==> src/rtl/cmd_pwm_pkg.sv <==
// Shared types and helpers for the command-driven PWM generator.
package cmd_pwm_pkg;

   typedef logic [6:0] duty_t;

   localparam int unsigned PWM_STEPS = 100;
   localparam int unsigned DIGIT_MAX = 9;

   typedef struct packed {
      logic  valid;
      duty_t duty;
   } cmd_dec_t;

   // Duty is only meaningful when valid; out-of-range digits are truncated harmlessly.
   function automatic cmd_dec_t digits_to_duty(input logic [7:0] tens, input logic [7:0] ones);
      cmd_dec_t r;
      r.valid = (tens <= 8'(DIGIT_MAX)) && (ones <= 8'(DIGIT_MAX));
      r.duty  = duty_t'(tens) * 7'd10 + duty_t'(ones);
      return r;
   endfunction

endpackage

==> src/rtl/cmd_pwm_gen_tick_prescaler.sv <==
// Free-running prescaler producing a one-cycle tick every PRESCALE clocks.
module tick_prescaler #(
   parameter int unsigned PRESCALE = 500
) (
   input  logic clk,
   input  logic rst_n,
   output logic tick
);

   localparam int unsigned CW = (PRESCALE > 1) ? $clog2(PRESCALE) : 1;
   localparam logic [CW-1:0] LAST = CW'(PRESCALE - 1);

   logic [CW-1:0] count;

   assign tick = (count == LAST);

   always_ff @(posedge clk or negedge rst_n) begin
      if (!rst_n)    count <= '0;
      else if (tick) count <= '0;
      else           count <= count + 1'b1;
   end

endmodule

==> src/rtl/cmd_pwm_gen.sv <==
// Decimal-digit motor command to slew-limited 100-step PWM.
// Optional command watchdog compiled in with CMD_WDOG_EN.
module cmd_pwm_gen
   import cmd_pwm_pkg::*;
#(
   parameter int unsigned PRESCALE     = 500,
   parameter int unsigned MAX_STEP     = 5,
   parameter int unsigned WDOG_PERIODS = 1000
) (
   input  logic        clk,
   input  logic        rst_n,
   input  logic        cmd_valid,
   input  logic [15:0] cmd,
   output logic        pwm_out,
   output logic [6:0]  duty_o,
   output logic [6:0]  target_o,
   output logic        ramping,
   output logic        cmd_err,
   output logic        wdog_trip
);

   localparam duty_t LAST_STEP  = duty_t'(PWM_STEPS - 1);
   localparam duty_t MAX_STEP_D = duty_t'(MAX_STEP);

   logic     tick;
   logic     boundary;
   duty_t    step;
   duty_t    target;
   duty_t    active;
   duty_t    next_active;
   duty_t    diff;
   cmd_dec_t dec;

   tick_prescaler #(.PRESCALE(PRESCALE)) u_prescaler (
      .clk  (clk),
      .rst_n(rst_n),
      .tick (tick)
   );

   assign dec      = digits_to_duty(cmd[15:8], cmd[7:0]);
   assign boundary = tick && (step == LAST_STEP);

   always_ff @(posedge clk or negedge rst_n) begin
      if (!rst_n)    step <= '0;
      else if (tick) step <= (step == LAST_STEP) ? '0 : step + 1'b1;
   end

   always_comb begin
      next_active = active;
      diff        = '0;
      if (target > active) begin
         diff        = target - active;
         next_active = (diff <= MAX_STEP_D) ? target : active + MAX_STEP_D;
      end else if (target < active) begin
         diff        = active - target;
         next_active = (diff <= MAX_STEP_D) ? target : active - MAX_STEP_D;
      end
   end

   always_ff @(posedge clk or negedge rst_n) begin
      if (!rst_n) begin
         active  <= '0;
         pwm_out <= 1'b0;
         cmd_err <= 1'b0;
      end else begin
         if (boundary) active <= next_active;
         pwm_out <= (step < active);
         cmd_err <= cmd_valid && !dec.valid;
      end
   end

`ifdef CMD_WDOG_EN
   localparam int unsigned WW = $clog2(WDOG_PERIODS + 1);
   localparam logic [WW-1:0] WDOG_LIMIT = WW'(WDOG_PERIODS);

   logic [WW-1:0] wdog_cnt;

   // Trip is taken on the boundary that brings the count to the limit, so the
   // flag is visible right after that boundary; a valid command always wins.
   always_ff @(posedge clk or negedge rst_n) begin
      if (!rst_n) begin
         target    <= '0;
         wdog_cnt  <= '0;
         wdog_trip <= 1'b0;
      end else if (cmd_valid && dec.valid) begin
         target    <= dec.duty;
         wdog_cnt  <= '0;
         wdog_trip <= 1'b0;
      end else if (boundary && (wdog_cnt != WDOG_LIMIT)) begin
         wdog_cnt <= wdog_cnt + 1'b1;
         if (wdog_cnt == WDOG_LIMIT - 1'b1) begin
            target    <= '0;
            wdog_trip <= 1'b1;
         end
      end
   end
`else
   logic unused_wdog_param;

   assign unused_wdog_param = (WDOG_PERIODS == 0);
   assign wdog_trip         = 1'b0;

   always_ff @(posedge clk or negedge rst_n) begin
      if (!rst_n)                    target <= '0;
      else if (cmd_valid && dec.valid) target <= dec.duty;
   end
`endif

   assign duty_o   = active;
   assign target_o = target;
   assign ramping  = (active != target);

endmodule

==> config.mk <==
export PLATFORM = sky130hd
export DESIGN_NAME = cmd_pwm_gen
export DESIGN_NICKNAME = d
export VERILOG_FILES = /design/src/rtl/cmd_pwm_pkg.sv /design/src/rtl/cmd_pwm_gen_tick_prescaler.sv /design/src/rtl/cmd_pwm_gen.sv
export SDC_FILE = /design/constraint.sdc
export NUM_CORES = 1
export LEC_CHECK = 0
export BUFFER_PORTS_ARGS = -buffer_cell sky130_fd_sc_hd__buf_2
export CAP_MARGIN = 0
export CORE_ASPECT_RATIO = 1.5
export CORE_MARGIN = 2
export CORE_UTILIZATION = 50
export CTS_CLUSTER_SIZE = 40
export DETAILED_ROUTE_END_ITERATION = 6
export PLACE_DENSITY = 0.71
export RECOVER_POWER = 50
export REMOVE_ABC_BUFFERS = 1
export SYNTH_ARGS = -nofsm -noshare
export SYNTH_HDL_FRONTEND = slang
export SYNTH_SLANG_ARGS = --single-unit
==> constraint.sdc <==
create_clock -name clk -period 6.5 [get_ports clk]
set_clock_uncertainty 0.15 [all_clocks]
set_input_delay 0.325 -clock clk [delete_from_list [all_inputs] [get_ports clk]]
set_output_delay 0.325 -clock clk [all_outputs]
set_load 0.01 [all_outputs]
== Word-level counts from Yosys, hierarchy flattened ==
Cells that the tools add are included.

* Register bits: 32
* Input bits: 19
* Output and inout bits: 18

* $add $sub $neg: 7
* Multiply operators: 1
* Order comparisons: 7
* Eq/ne operators: 3
* Mux-type cells: 6
* Reductions and logical operators: 7

{| class="wikitable"
|+ Operator list
! kind !! number
|-
| $mux W7 || 5
|-
| $le A8 B4 Y1 const B || 2
|-
| $le A7 B3 Y1 const B || 2
|-
| $lt A7 B7 Y1 || 2
|-
| $sub A7 B7 Y7 || 2
|-
| $add A9 B1 Y9 const B || 1
|-
| $eq A9 B9 Y1 const B || 1
|-
| $mux W9 || 1
|-
| $add A7 B1 Y7 const B || 1
|-
| $add A7 B3 Y7 const B || 1
|-
| $add A7 B7 Y7 || 1
|-
| $eq A7 B7 Y1 const B || 1
|-
| $gt A7 B7 Y1 || 1
|-
| $mul A7 B3 Y6 const B || 1
|-
| $ne A7 B7 Y1 || 1
|-
| $sub A7 B3 Y7 const B || 1
|-
| $logic_and A1 B1 Y1 || 4
|-
| $reduce_and A2 Y1 || 1
|-
| $reduce_bool A2 Y1 || 1
|-
| $logic_not A1 Y1 || 1
|}

== Longest topological paths before layout ==
* Word-level depth: 5
* Mapped depth: 10

== Hierarchy ==
A second synthesis with hierarchy kept.

* Cells, all modules: 338
* Area, all modules: 2,835.2 µm²

{| class="wikitable"
|+ Modules (own cells, without submodules)
! module !! instances !! cells an instance !! area each (µm²)
|-
| cmd_pwm_gen || 1 || 289 || 2,362.3
|-
| tick_prescaler || 1 || 49 || 473.0
|}

== Worst setup path after synthesis ==
Ideal clock, no wire load.

* Path kind: reg-to-reg
* From: register active[0] (netlist: duty_o[0])
* To: register active[3] (netlist: duty_o[3])
* Setup time: 0.138 ns
* Arrival: 2.725 ns
* Data required time: 6.212 ns
* Slack: 3.487 ns
* Stages on the path, launching flop included: 10
* Path buffers: 0
* Clock period less this slack: 3.013 ns
* Cell sequence: dfrtp_1 inv_1 ha_1 fa_1 xnor2_1 a221oi_1 o211a_2 nand3_2 a22o_1 or4b_1

* Longest elaborated chain between the ends: 5
* Elaborated cells on any way between the ends: 14

{| class="wikitable"
|+ Ends and longest elaborated chain
! what !! RTL line !! text
|-
| from (decl) || cmd_pwm_gen.sv:29 || <nowiki>duty_t active;</nowiki>
|-
| from (signal assigned) || cmd_pwm_gen.sv:66 || <nowiki>if (boundary) active <= next_active;</nowiki>
|-
| $sub A7 B7 Y7 || cmd_pwm_gen.sv:55 || <nowiki>diff = active - target;</nowiki>
|-
| $le A7 B3 Y1 || cmd_pwm_gen.sv:56 || <nowiki>next_active = (diff <= MAX_STEP_D) ? target : active - MAX_STEP_D;</nowiki>
|-
| $mux W7 || cmd_pwm_gen.sv:56 ||
|-
| $mux W7 || cmd_pwm_gen.sv:54 || <nowiki>end else if (target < active) begin</nowiki>
|-
| $mux W7 || cmd_pwm_gen.sv:51 || <nowiki>if (target > active) begin</nowiki>
|}

Several ways; a longest one is shown, not always the timed one. The select of a mux whose other input is x is not followed.
A chain may end at the register's enable or synchronous reset.

== Worst setup path after layout ==
* From: register active[4] (netlist: duty_o[4])
* To: register active[3] (netlist: duty_o[3])

The elaborated chain is that of the path after synthesis.

==> results.toml <==
[outcome]
status = "finished with violations"
violations = "capacitance limit, slew limit"

[cts]
clk_path_buf_depth = 2
clock_sinks = 32
clkTransAtPathRegs_ns = 0.07
cts_buffers = 5
insertion_delay_ns = 0.28
root_buffer = "clkbuf_8"
cts-resized-gates = 0
cts_tree = "built"
htree_levels = 2

[power]
power_mw = 0.437
p_per_area_nw_per_um2 = 136
p_leak_nw = 1.40
ir_drop_mv = 0.126

[logic_synthesis]
synth_warnings = 0
ys.flop_type = "dfrtp_1"
synth_edf_count = 0
synth_seq_cells = 32
yosysUniqueCellTypes = 65
seq_area_frac_synth_pct = 27.5
async_flop_share_pct = 100
synthCells = 337
syn_area_sq_um = 2910
syn_area_per_cell_sq_um = 8.64

[job]
max_cap_violations = 1

[die]
fp.coreArea_sq_um = 5700
die_area_sq_um = 6460
initial_core_util_pct = 51.1
ioPinCount = 37
dieHeight_um = 97.5
die_w_um = 66.3
row_count = 34

[route]
vias = 2678
drt-total-wl_um = 7580
drc = 0
routedWlPerCell_um = 17.1
avgViaCountPerCell = 6.03
drtIter0Drc = 166
drt-pass1-iter-count = 4
detail-route-antenna-nets = 0

[critical_path]
regToRegSetupSlack_ns = 3.12
crit_slowest_cell = "ha_1"
endpoint_kind = "register"
arrival_ns = 3.39
cpLargestDelayFamily = "compound AO/OA/AOI/OAI gates"
r2r_end = "duty_o[3]$_DFFE_PN0P_"
cp_cell_sequence = "inv_1 -> ha_1 -> o21ai_0 -> a221oi_1 -> o211a_2 -> nand3_2 -> a22o_1 -> or4b_1"
crit_buf_inv = 1
cp-start-kind = "register"
critPathKind = "register to register"
rr_startpoint = "duty_o[4]$_DFFE_PN0P_"
crit_fanout = 13
critPathRequiredTime_ns = 6.50
reg2reg_depth = 8
slowest_delay_ns = 0.55

[sta]
worst_pin_slew_ns = 1.75
fmax_ghz = 0.295
tns_ns = 0
hold_violations = 0
finalCritPeriodShare_pct = 52.1
slew_headroom_pct = -16.7
rsz0062_at_grt = "false"
drv_slew = 33
finalSetupViolCount = 0
post-route-min-period_ns = 3.38

[placement]
io_buffers = 35
gp_congestion = 0.948
place_area_sq_um = 3140
dp_hpwl_um = 5990

[cells_and_area]
n_antenna_cell = 0
fin_area_sq_um = 3220
nets = 426
syn_to_final_growth_pct = 10.7
drive_gt1_share_pct = 11.8

[min_path]
holdPathStages = 2
hold_end = "cmd_err$_DFF_PN0_"
hold_class = "primary input to register"
holdCritStartpoint = "cmd_valid"

[grt]
grt.overflow.total = 0
grt_max_degree = 33
grt_pass1_wl_um = 12600
grtUsageTotal_pct = 25.4
antenna_found_initial = 0
grt_pass1_vias = 2659
[worst register-to-register path, delay by kind of cell (launching register included)]
kind                       cells  cell delay (ns)
AOI/OAI and AO/OA              4             1.09
and+or+nand+nor                2             0.75
adders and majority gates      1             0.55
DFF                            1             0.51
buffers and inverters          1             0.19
[Yosys cell counts, drive strengths merged (5+ instances only)]
library cell	n	area, sq um
a21oi	24	120
buf	5	27.5
a211o	5	43.8
nor2	25	96.4
xnor2	16	140
nor4	5	37.5
o21ai	31	155
dfrtp	32	801
o211ai	6	45.0
mux2i	5	50.1
nor2b	5	31.3
inv	30	113
nand4	8	50.1
ha	32	400
nand2	19	71.3
nand3	8	45.0
a21o	7	52.6
nor3	5	25.0
or3	5	31.3
[worst max-delay path by stage]
stage | from | end | cells after the start
2_1_floorplan | duty_o[0]$_DFFE_PN0P_ | duty_o[3]$_DFFE_PN0P_ | 9
3_3_place_gp | duty_o[4]$_DFFE_PN0P_ | duty_o[3]$_DFFE_PN0P_ | 8
3_5_place_dp | duty_o[0]$_DFFE_PN0P_ | duty_o[3]$_DFFE_PN0P_ | 9
4_1_cts | duty_o[0]$_DFFE_PN0P_ | duty_o[3]$_DFFE_PN0P_ | 9
5_1_grt | duty_o[3]$_DFFE_PN0P_ | duty_o[3]$_DFFE_PN0P_ | 8
6_report | duty_o[4]$_DFFE_PN0P_ | duty_o[3]$_DFFE_PN0P_ | 8
[cell type report]
cell class                 instances  area [sq um]
tap                               72          90.1
inverter                          30           113
timing repair buffer              36           174
fill                             565          2480
sequential                        32           801
clock buffer                       8          90.1
multi-input combinational        266          1960
[stage by stage]
stage | worst slack (ns) | cells | hold WS (ns) | util, %
2_1_floorplan | 3.48 | 328 | -0.121 | -
3_3_place_gp | 3.22 | 435 | 0.266 | 55.0
3_5_place_dp | 3.21 | 435 | 0.270 | 55.0
4_1_cts | 3.19 | 444 | 0.114 | 56.8
5_1_grt | 2.94 | 444 | 0.120 | 56.6
6_report | 3.12 | 444 | 0.115 | 56.6
[registers in the layout, summed over array words and instances (netlist names)]
name	count
step	7
pwm_out	1
cmd_err	1
duty_o	7
target_o	7
u_prescaler.count	9
[what timing repair did]
action                    in CTS  in global routing
hold buffers                   1                  0
hold endpoints to repair      32                  0
setup buffers                  0                  0
[power breakdown]
part	switching (mW)	internal (mW)
logic	0.0429	0.0323
registers	0.00375	0.201
clock network	0.0705	0.0863
total	0.117	0.320
[cells in the final DEF, fill, tap and decap left out, types with 2 or more instances in the layout]
cell type,n
or3_1,5
a211oi_1,2
o2111ai_1,2
o21ai_1,5
a22o_1,2
a21o_1,7
clkbuf_8,6
nand3_1,7
a21oi_1,24
and3_1,2
o211ai_1,6
buf_2,26
nand2b_1,3
xnor2_1,16
nand4_1,8
nor3b_1,2
inv_1,29
nand2_1,19
dfrtp_1,32
o21ai_0,26
clkbuf_1,11
nor3_1,5
xor2_1,4
o21a_1,4
fa_1,4
o2111a_1,3
a211o_1,5
or2_2,2
nor2b_1,5
ha_1,32
mux2_2,3
nor4_1,4
mux2i_1,5
nor2_1,24
[logic make-up (layout without fill, tap and decap cells)]
logic type	after synthesis	after routing	synth area share (%)
buffers and inverters	39	74	5.33
AOI/OAI and AO/OA	99	99	22.1
adders and majority gates	36	36	16.5
other	1	1	0.129
xor gates and xnor gates	20	20	6.01
DFF	32	32	27.5
and+or+nand+nor	101	101	19.2
muxes	9	9	3.26
[per-layer routing]
layer	vias up	wire, um	global-route usage, %	part of all wire [%]
met5	-	0	0	0
met4	0	378	12.6	5.0
met3	29	348	4.17	4.6
met2	85	3930	43.4	52
met1	1269	2920	29.9	39
li1	1295	-	-	-
Note: power is estimated with default switching activity, not from simulation.
